**src/rtl/blackjack_ctrl.sv**
```systemverilog
// Blackjack round sequencer: deals cards over a valid/req handshake, drives the sum unit and keeps scores.
// Control pulses are Moore-decoded from state; card transfers stall indefinitely while card_valid is low.
module blackjack_ctrl #(
    parameter int CARD_LIMIT = 5,
    parameter int CNT_W      = 8
) (
    input  logic             clk,
    input  logic             rst,
    input  logic             start,
    input  logic             hit,
    input  logic             stand,
    input  logic             card_valid,
    input  logic [3:0]       card_in,
    output logic             card_req,
    output logic             card_err,
    output logic [3:0]       card_value,
    output logic             clear_sums,
    output logic             deal_player,
    output logic             deal_dealer,
    output logic             compare,
    input  logic             player_bust,
    input  logic             dealer_auto_hit,
    input  logic             player_win,
    input  logic             dealer_win,
    input  logic             tie,
    output logic             busy,
    output logic             player_turn,
    output logic [2:0]       player_cards,
    output logic             result_valid,
    output logic [1:0]       result,
    output logic [CNT_W-1:0] player_wins,
    output logic [CNT_W-1:0] dealer_wins,
    output logic [CNT_W-1:0] ties
);

    typedef enum logic [4:0] {
        IDLE, CLEAR,
        REQ_P1, DEAL_P1, REQ_D1, DEAL_D1,
        REQ_P2, DEAL_P2, REQ_D2, DEAL_D2,
        PLAYER_TURN, REQ_PH, DEAL_PH,
        DEALER_TURN, REQ_DH, DEAL_DH,
        COMPARE, RESULT
    } state_t;

    localparam logic [2:0] LIMIT = 3'(CARD_LIMIT);

    state_t             state_q, state_d;
    logic [3:0]         card_value_q;
    logic               card_err_q;
    logic [2:0]         player_cards_q;
    logic [1:0]         result_q;
    logic [CNT_W-1:0]   player_wins_q, dealer_wins_q, ties_q;

    logic xfer, legal, take, reject, idle_like;

    assign xfer      = card_req && card_valid;
    assign legal     = (card_in >= 4'd1) && (card_in <= 4'd11);
    assign take      = xfer && legal;
    assign reject    = xfer && !legal;
    assign idle_like = (state_q == IDLE) || (state_q == RESULT);

    always_comb begin
        state_d = state_q;
        case (state_q)
            IDLE, RESULT: if (start) state_d = CLEAR;
            CLEAR:        state_d = REQ_P1;
            REQ_P1:       if (take) state_d = DEAL_P1;
            DEAL_P1:      state_d = REQ_D1;
            REQ_D1:       if (take) state_d = DEAL_D1;
            DEAL_D1:      state_d = REQ_P2;
            REQ_P2:       if (take) state_d = DEAL_P2;
            DEAL_P2:      state_d = REQ_D2;
            REQ_D2:       if (take) state_d = DEAL_D2;
            DEAL_D2:      state_d = PLAYER_TURN;
            // Bust ends the round at once; a hit beyond the limit falls through to stand.
            PLAYER_TURN: begin
                if (player_bust)                     state_d = COMPARE;
                else if (hit && player_cards_q < LIMIT) state_d = REQ_PH;
                else if (stand)                      state_d = DEALER_TURN;
            end
            REQ_PH:       if (take) state_d = DEAL_PH;
            DEAL_PH:      state_d = PLAYER_TURN;
            DEALER_TURN:  state_d = dealer_auto_hit ? REQ_DH : COMPARE;
            REQ_DH:       if (take) state_d = DEAL_DH;
            DEAL_DH:      state_d = DEALER_TURN;
            COMPARE:      state_d = RESULT;
            default:      state_d = IDLE;
        endcase
    end

    always_comb begin
        card_req     = 1'b0;
        clear_sums   = 1'b0;
        deal_player  = 1'b0;
        deal_dealer  = 1'b0;
        compare      = 1'b0;
        case (state_q)
            REQ_P1, REQ_D1, REQ_P2, REQ_D2, REQ_PH, REQ_DH: card_req = 1'b1;
            CLEAR:                     clear_sums  = 1'b1;
            DEAL_P1, DEAL_P2, DEAL_PH: deal_player = 1'b1;
            DEAL_D1, DEAL_D2, DEAL_DH: deal_dealer = 1'b1;
            COMPARE:                   compare     = 1'b1;
            default: ;
        endcase
    end

    always_ff @(posedge clk or negedge rst) begin
        if (!rst) begin
            state_q        <= IDLE;
            card_value_q   <= '0;
            card_err_q     <= 1'b0;
            player_cards_q <= '0;
            result_q       <= '0;
            player_wins_q  <= '0;
            dealer_wins_q  <= '0;
            ties_q         <= '0;
        end else begin
            state_q    <= state_d;
            card_err_q <= reject;
            if (take)
                card_value_q <= card_in;
            if (idle_like && start)
                player_cards_q <= '0;
            else if (deal_player)
                player_cards_q <= player_cards_q + 3'd1;
            if (compare) begin
                if (player_win) begin
                    result_q <= 2'b01;
                    if (player_wins_q != '1) player_wins_q <= player_wins_q + 1'b1;
                end else if (dealer_win) begin
                    result_q <= 2'b10;
                    if (dealer_wins_q != '1) dealer_wins_q <= dealer_wins_q + 1'b1;
                end else if (tie) begin
                    result_q <= 2'b11;
                    if (ties_q != '1) ties_q <= ties_q + 1'b1;
                end else begin
                    result_q <= 2'b00;
                end
            end
        end
    end

    assign card_err     = card_err_q;
    assign card_value   = card_value_q;
    assign busy         = !idle_like;
    assign player_turn  = (state_q == PLAYER_TURN);
    assign player_cards = player_cards_q;
    assign result_valid = (state_q == RESULT);
    assign result       = result_q;
    assign player_wins  = player_wins_q;
    assign dealer_wins  = dealer_wins_q;
    assign ties         = ties_q;

endmodule

```
**config.mk**
```make
export PLATFORM = sky130hd
export DESIGN_NAME = blackjack_ctrl
export DESIGN_NICKNAME = d
export VERILOG_FILES = /design/src/rtl/blackjack_ctrl.sv
export SDC_FILE = /design/constraint.sdc
export NUM_CORES = 1
export LEC_CHECK = 0
export ABC_AREA = 0
export CORE_MARGIN = 8
export CORE_UTILIZATION = 52
export CTS_CLUSTER_DIAMETER = 30
export DETAILED_ROUTE_END_ITERATION = 8
export HOLD_SLACK_MARGIN = 0.05
export PLACE_DENSITY = 0.85
export SLEW_MARGIN = 15
export SYNTH_ARGS = -nofsm -noshare
export SYNTH_HDL_FRONTEND = slang
export SYNTH_SLANG_ARGS = --single-unit
```
**constraint.sdc**
```tcl
create_clock -name clk -period 3.9 [get_ports clk]
set_input_delay 0.78 -clock clk [delete_from_list [all_inputs] [get_ports clk]]
set_output_delay 0.78 -clock clk [all_outputs]
set_load 0.05 [all_outputs]
```
After elaboration in Yosys (flattened, before gate mapping)
Cells that the tools add are included.
W data, S select, Z words.
{"block": "op_classes", "eq_ne": 28, "n_bitwise": 2, "n_lt_le_gt_ge": 3, "add_sub_neg": 4, "reduce_logical": 20, "muxes": 22}
{"cell": "$pmux W5 S16", "n": 1}
{"cell": "$mux W5", "n": 11}
{"cell": "$eq A5 B4 Y1 const B", "n": 8}
{"cell": "$add A8 B1 Y8 const B", "n": 3}
{"cell": "$ne A8 B8 Y1 const B", "n": 3}
{"cell": "$eq A5 B3 Y1 const B", "n": 4}
{"cell": "$ne A2 B2 Y1 const B", "n": 7}
{"cell": "$eq A5 B2 Y1 const B", "n": 2}
{"cell": "$eq A5 B5 Y1 const B", "n": 2}
{"cell": "$reduce_and A8 Y1", "n": 1}
{"cell": "$logic_and A1 B1 Y1", "n": 6}
{"cell": "$mux W2", "n": 3}
{"cell": "$mux W3", "n": 2}
{"cell": "$reduce_or A3 Y1", "n": 2}
{"cell": "$reduce_or A6 Y1", "n": 1}
{"cell": "$eq A5 B1 Y1 const B", "n": 1}
{"cell": "$logic_not A5 Y1", "n": 1}
{"cell": "$mux W1", "n": 5}
{"cell": "$reduce_and A5 Y1", "n": 1}
{"cell": "$ge A4 B1 Y1 const B", "n": 1}
{"cell": "$le A4 B4 Y1 const B", "n": 1}
{"cell": "$ne A4 B3 Y1 const B", "n": 1}
{"cell": "$reduce_and A4 Y1", "n": 1}
{"cell": "$reduce_or A2 Y1", "n": 2}
{"cell": "other kinds (7)", "n": 9}
{"block": "word_totals", "inputBits": 15, "register_bits": 39, "output_inout_bits": 42, "word_cells": 87}

Logic depth before layout (Yosys ltp)
Gate-level depths: netlist of run 1.
{"block": "depth", "ltp_word": 7, "mapped_depth": 7, "mapped_depth_nobuf": 6}

Worst setup path after synthesis of run 1
Ideal clock, no wire load.
{"block": "synth_timing", "path_kind": "flip-flop to output port", "start": "register state_q[0]", "end": "output port player_turn", "t_arrival_ns": 2.341, "slack_ns": 0.779, "required_time_ns": 3.120, "path_buffers": 2, "stages_incl_launch_ff": 4, "cell_sequence": "dfrtp_1 -> buf_4 -> clkbuf_1 -> nor4bb_1"}
{"block": "synth_via", "elab_chain_len": 1}
{"item": "start, declared", "line": "47", "text": "state_t state_q, state_d;"}
{"item": "start signal, assigned", "line": "118", "text": "state_q <= state_d;"}
{"item": "$eq A5 B4 Y1", "line": "146", "text": "assign player_turn = (state_q == PLAYER_TURN);"}
{"item": "end, declared", "line": "27", "text": "output logic player_turn,"}
No other way between the ends.

Final worst setup path of run 1
{"block": "layout_timing", "start": "register state_q[1]", "end": "output port compare"}
{"block": "layout_via", "elab_chain_len": 2}
{"item": "$eq A5 B5 Y1", "line": "97", "text": "case (state_q)"}
{"item": "$mux W1", "line": "97"}
{"item": "end, declared", "line": "20", "text": "output logic compare,"}
No other way between the ends.

==> results of run 1 <==
placed cells by master (no fill, tap or decap), drive strengths merged, types with 2 or more instances in the layout:
cell	Yosys	layout
ha	4	4
nand3	14	14
o32ai	2	2
nor3	2	2
o2111ai	2	2
nor3b	2	2
xor2	9	9
and3	6	6
inv	5	5
mux2	10	10
and2	2	2
nand3b	3	3
nor2b	4	4
nor4	2	2
nor2	14	14
o21ai	6	6
nand4	3	3
clkdlybuf4s50	0	55
clkbuf	1	6
and3b	2	2
nand2b	4	4
dfrtp	39	39
xnor2	16	16
a31oi	2	2
nand2	10	10
a21oi	13	13
metrics by stage:
stage	area [um^2]	hold WS [ns]	power, mW	worst slack, ns
final	2771	0.4928	1.982	0.6235
after floorplan	2131	0.4844	1.475	0.7794
after global routing	2771	0.5087	2.103	0.4209
after global placement	2699	0.4807	1.739	0.9734
after detailed placement	2699	0.4838	1.755	0.9282
after CTS	2771	0.4951	2.002	0.6140
final cells by class:
cell class / instances / area [um^2] / share of cell area, %
flip-flops and latches: 39 / 975.9 / 35.21
well taps: 50 / 62.56 / 2.257
inverters: 5 / 18.77 / 0.6772
multi-input cells: 147 / 1086 / 39.19
repair buffers: 56 / 555.5 / 20.05
clock buffers: 6 / 72.57 / 2.619
synth_stat cells (all sizes together), types with 2 or more instances:
library cell / count / area, um^2
dfrtp: 39 / 975.9
xnor2: 16 / 147.7
nand3: 14 / 75.07
nor2: 14 / 52.55
a21oi: 13 / 65.06
mux2: 10 / 123.9
nand2: 10 / 37.54
xor2: 9 / 78.83
buf: 7 / 46.29
and3: 6 / 37.54
o21ai: 6 / 30.03
inv: 5 / 18.76
ha: 4 / 50.05
nand2b: 4 / 25.02
nor2b: 4 / 25.02
nand3b: 3 / 22.52
nand4: 3 / 18.77
a31oi: 2 / 27.53
and2: 2 / 12.52
and3b: 2 / 17.52
nor3: 2 / 21.27
nor3b: 2 / 26.28
nor4: 2 / 12.51
o2111ai: 2 / 23.77
o32ai: 2 / 17.52
critical path: cells and delay by family, from the launching register on:
family	cells	cell delay [ns]
buffers and inverters	1	0.85
flip-flops	1	0.62
AND/OR/NAND/NOR	2	0.74
cell families (layout without fill, tap and decap cells):
kind of cell / after synthesis / after routing / share of synthesized area [%]
buf+inv: 13 / 67 / 3.229
compound gates: 34 / 34 / 11.63
fa+ha+maj: 4 / 4 / 2.349
simple gates: 73 / 73 / 20.08
mux: 11 / 11 / 6.283
xor+xnor: 25 / 25 / 10.63
flops: 39 / 39 / 45.80
routing by layer:
metal / share of wire (%) / wire (um) / up-vias
met3: 8.1 / 363 / 5
met4: 1.4 / 63 / 0
met2: 49 / 2196 / 43
met1: 41 / 1836 / 773
met5: 0 / 0 / -
li1: - / - / 819
sequential cells by signal (all words and copies together), names as in the netlist:
register,count
state_q,5
player_cards,3
player_wins,8
ties,8
card_err,1
card_value,4
dealer_wins,8
result,2
power by group through the flow:
stage / Combinational (mW) / Clock (mW) / Sequential, mW
after floorplan: 0.676 / 0 / 0.799
after global placement: 1.07 / 0 / 0.669
after detailed placement: 1.08 / 0 / 0.674
after CTS: 1.09 / 0.251 / 0.666
after global routing: 1.14 / 0.272 / 0.688
final: 1.07 / 0.244 / 0.666
worst max-delay path by stage:
stage | to | startpoint
3_5_place_dp | card_req | state_q[0]
6_report | compare | state_q[1]
5_1_grt | player_turn | state_q[3]
4_1_cts | card_req | state_q[0]
3_3_place_gp | card_req | state_q[0]
2_1_floorplan | player_turn | state_q[0]
==> flow_summary.yaml, run 1 <==
yosys:
  syn_area_per_cell_um2: 10.71
  ys_seq_area_share_pct: 45.80
  synthesis.nets: 218
  synth_edf_count: 0
  ys_ff_latch: 39
  netlist_instances: 199
  yosysUniqueCellTypes: 52
  synthFlopType: "dfrtp_1"
  ys_warn_count: 0
  synthArstFlopShare_pct: 100.0
  syn_area_um2: 2131
layout:
  fillers: 305
  antenna_cells: 0
  finalCoreUtilization_pct: 69.79
  nets: 273
  post_route_cells_drive_above_1_share_pct: 9.881
  stdcell_count: 303
  syn_to_final_growth_pct: 30.06
power_and_ir_drop:
  irDropWorstVdd_uv: 470.2
  comb_power_share_pct: 54.1
  cellInternalPower_mw: 1.070
  seqPwrFrac_pct: 33.6
  p_sw_uw: 912.7
  p_clk_share_pct: 12.3
  leakage_nw: 1.195
  powerDensity_nw_per_um2: 715.3
  p_sw_share_pct: 46.04
place:
  dp_hpwl_mm: 3.440
  dp.cells: 297
  port_buffers: 56
  place.gp.congestion: 0.8451
cts:
  clock_latency_ns: 0.29
  postCtsHoldBufs: 0
  htreeDepth: 2
  cts_buffer_depth: 2
  numCtsBuffers: 5
  clock_sinks: 39
  path_clk_slew_ns: 0.07
  cts_setup_buffers: 0
  cts_root_buffer: "clkbuf_8"
  cts_resized: 0
  cts_tree: "built"
timing:
  setup_viol: 0
  finClkSkew_ns: 0.002151
  fmax_ghz: 0.3052
  finalCriticalPeriod_ns: 3.276
  worst_pin_slew_ns: 0.8262
  hold_viol: 0
  setup-tns-final_ns: 0
  relSlewSlack_pct: 44.92
  post-route-period-util_pct: 84.01
  drv_slew: 0
  rsz0062_at_grt: "false"
die:
  pin_count: 57
  die_w_um: 80.02
  die_area_um2: 6402
  rows: 23
  initial_core_util_pct: 53.65
  dieHeight_um: 80.02
  core-area_um2: 3971
grt:
  grt_overflow: 0
  grt_pass1_vias: 1563
  use_met1_pct: 16.76
  grt_util_met3_pct: 5.631
  grt_use_total_pct: 14.49
  grt_max_degree: 40
  grt.busiest_layer: "met2"
  antenna_found_initial: 0
  grt_pass1_wl_mm: 7.279
  grtUsageMet2_pct: 23.28
min_path:
  hp-start: "dealer_wins[6]"
  min_to: "dealer_wins[6]"
  hold_depth: 1
  hold_path_class: "reg2reg"
setup_path:
  cpMaxStageDelayCell: "clkdlybuf4s50_1"
  r2r_start: "state_q[1]"
  crit_required_ns: 3.12
  critPathCaptureType: "output port"
  crit_type: "reg2out"
  rr_worst_depth: 6
  max_stage_delay_ns: 0.85
  reg2reg_slack_ns: 1.68
  path_cells: "nor3_4, and2_0, clkdlybuf4s50_1"
  critPathLaunchType: "flop"
  r2r_end: "state_q[2]"
  cp_max_fo: 20
  worstPathArrival_ns: 2.50
detailed_routing:
  routedWlPerCell_um: 14.71
  wirelength_mm: 4.458
  ant_nets: 0
  drt_iter0_markers: 62
  vias: 1640
  viasPerCell: 5.413
  drc: 0
  firstDrtPassIters: 4
outcome:
  status: "completed"
job:
  maxCapViolCount: 0
Note: power is estimated with default switching activity, not from simulation.
==> inputs of run 2 (changes only) <==
CORE_UTILIZATION = 44   (was 52)
PLACE_DENSITY = 0.77   (was 0.85)
clock period = 2.9 ns   (was 3.9 ns; I/O delays follow)
==> flow_summary.yaml, run 2 (same netlist as run 1, synthesis figures left out) <==
place:
  place.gp.congestion: 0.8364
  placed_cell_area_um2: 2740
  port_buffers: 56
  dp_hpwl_mm: 3.635
detailed_routing:
  drt_iter0_markers: 45
  vias: 1682
  wirelength_mm: 4.745
  routedWlPerCell_um: 15.06
  drc: 0
  firstDrtPassIters: 4
  viasPerCell: 5.340
  ant_nets: 0
layout:
  post_route_cells_drive_above_1_share_pct: 14.94
  final_cell_mix: "clkdlybuf4s50_1, dfrtp_1, xnor2_1"
  syn_to_final_growth_pct: 32.53
  finalCoreUtilization_pct: 60.19
  fillers: 427
  nets: 279
  antenna_cells: 0
  final_common_cell: "clkdlybuf4s50_1"
  design_area_um2: 2824
setup_path:
  critPathLaunchType: "flop"
  r2r_end: "state_q[0]"
  critPathTopFamily: "buffers and inverters"
  rr_worst_depth: 5
  cp_common_cell: "nor2_1"
  worstPathArrival_ns: 2.13
  max_stage_delay_ns: 0.81
  critPathCaptureType: "output port"
  reg2reg_slack_ns: 0.89
  crit_required_ns: 2.32
  crit_type: "reg2out"
  cpMaxStageDelayCell: "clkdlybuf4s50_1"
  path_buf_inv: 1
  path_cells: "nand2b_1, nor2_1, a21oi_1, nor2_1, clkdlybuf4s50_1"
  r2r_start: "state_q[3]"
  cp_max_fo: 15
grt:
  grt_use_total_pct: 13.38
  grt_pass1_wl_mm: 7.893
  grt_max_degree: 40
  grt_pass1_vias: 1729
  grt_overflow: 0
  antenna_found_initial: 0
timing:
  setup_viol: 0
  drv_slew: 0
  worst_pin_slew_ns: 0.8654
  hold_viol: 0
  rsz0062_at_grt: "false"
  finalCriticalPeriod_ns: 2.708
  setup-tns-final_ns: 0
  relSlewSlack_pct: 42.30
  post-route-period-util_pct: 93.38
  fmax_ghz: 0.3693
  finClkSkew_ns: 0.002620
cts:
  postCtsHoldBufs: 0
  clock_latency_ns: 0.29
  cts_setup_buffers: 0
  path_clk_slew_ns: 0.07
  cts_root_buffer: "clkbuf_8"
  cts_buffer_depth: 2
  numCtsBuffers: 5
  cts_resized: 0
  cts_tree: "built"
  clock_sinks: 39
  htreeDepth: 2
die:
  rows: 25
  die_w_um: 85.59
  pin_count: 57
  initial_core_util_pct: 45.41
  die_area_um2: 7326
  core-area_um2: 4692
  dieHeight_um: 85.59
outcome:
  status: "completed"
power_and_ir_drop:
  leakage_nw: 1.244
  powerDensity_nw_per_um2: 978.7
  irDropWorstVdd_uv: 547.1
  total_power_mw: 2.764
job:
  maxCapViolCount: 0
min_path:
  hold_path_class: "in2async"
run 2: cell count changes in the layout (fill, tap and decap cells not counted), sizes merged:
cell	delta
clkdlybuf4s50	-7
dlymetal6s2s	+1
buf	+12
clkbuf	+1
clkinv	+1
run 2: per-stage QoR:
| step | worst slack [ns] | std cells | hold WS, ns |
|---|---|---|---|
| after floorplan | 0.05053 | 199 | 0.2844 |
| after global placement | 0.3955 | 307 | 0.4812 |
| after detailed placement | 0.3864 | 307 | 0.4897 |
| after CTS | 0.05467 | 315 | 0.4252 |
| after global routing | 0.03496 | 315 | 0.4757 |
| final | 0.1920 | 315 | 0.4045 |
run 2: worst max-delay path by stage:
stage	startpoint	end	slack, ns	cells after the start
after floorplan	state_q[1]	clear_sums	0.05	3
after global placement	state_q[3]	busy	0.40	4
after detailed placement	state_q[3]	busy	0.39	4
after CTS	state_q[3]	busy	0.05	4
after global routing	state_q[3]	deal_dealer	0.03	5
final	state_q[3]	deal_dealer	0.19	5
run 2: report_power, final:
group	total (mW)	internal, mW	switching (mW)
clock network	0.346	0.169	0.178
logic	1.61	0.653	0.962
registers	0.803	0.667	0.136
run 2: final cells by class:
type                       instances  area [um^2]  share of cell area, %
timing repair buffer              62        588.1                  20.82
inverter                           5        18.77                 0.6646
clock buffer                       7        76.32                  2.703
tap                               54        67.56                  2.393
clock inverter                     1        5.005                 0.1772
sequential                        39        975.9                  34.56
multi-input combinational        147         1092                  38.68
run 2: metal layers:
metal  up-vias  wire length (um)  track usage [%]
li1        828                 -                -
met1       796              2094            15.39
met2        50              2258            22.85
met3         8               307            3.247
met4         0                85            6.210
met5         -                 0                0
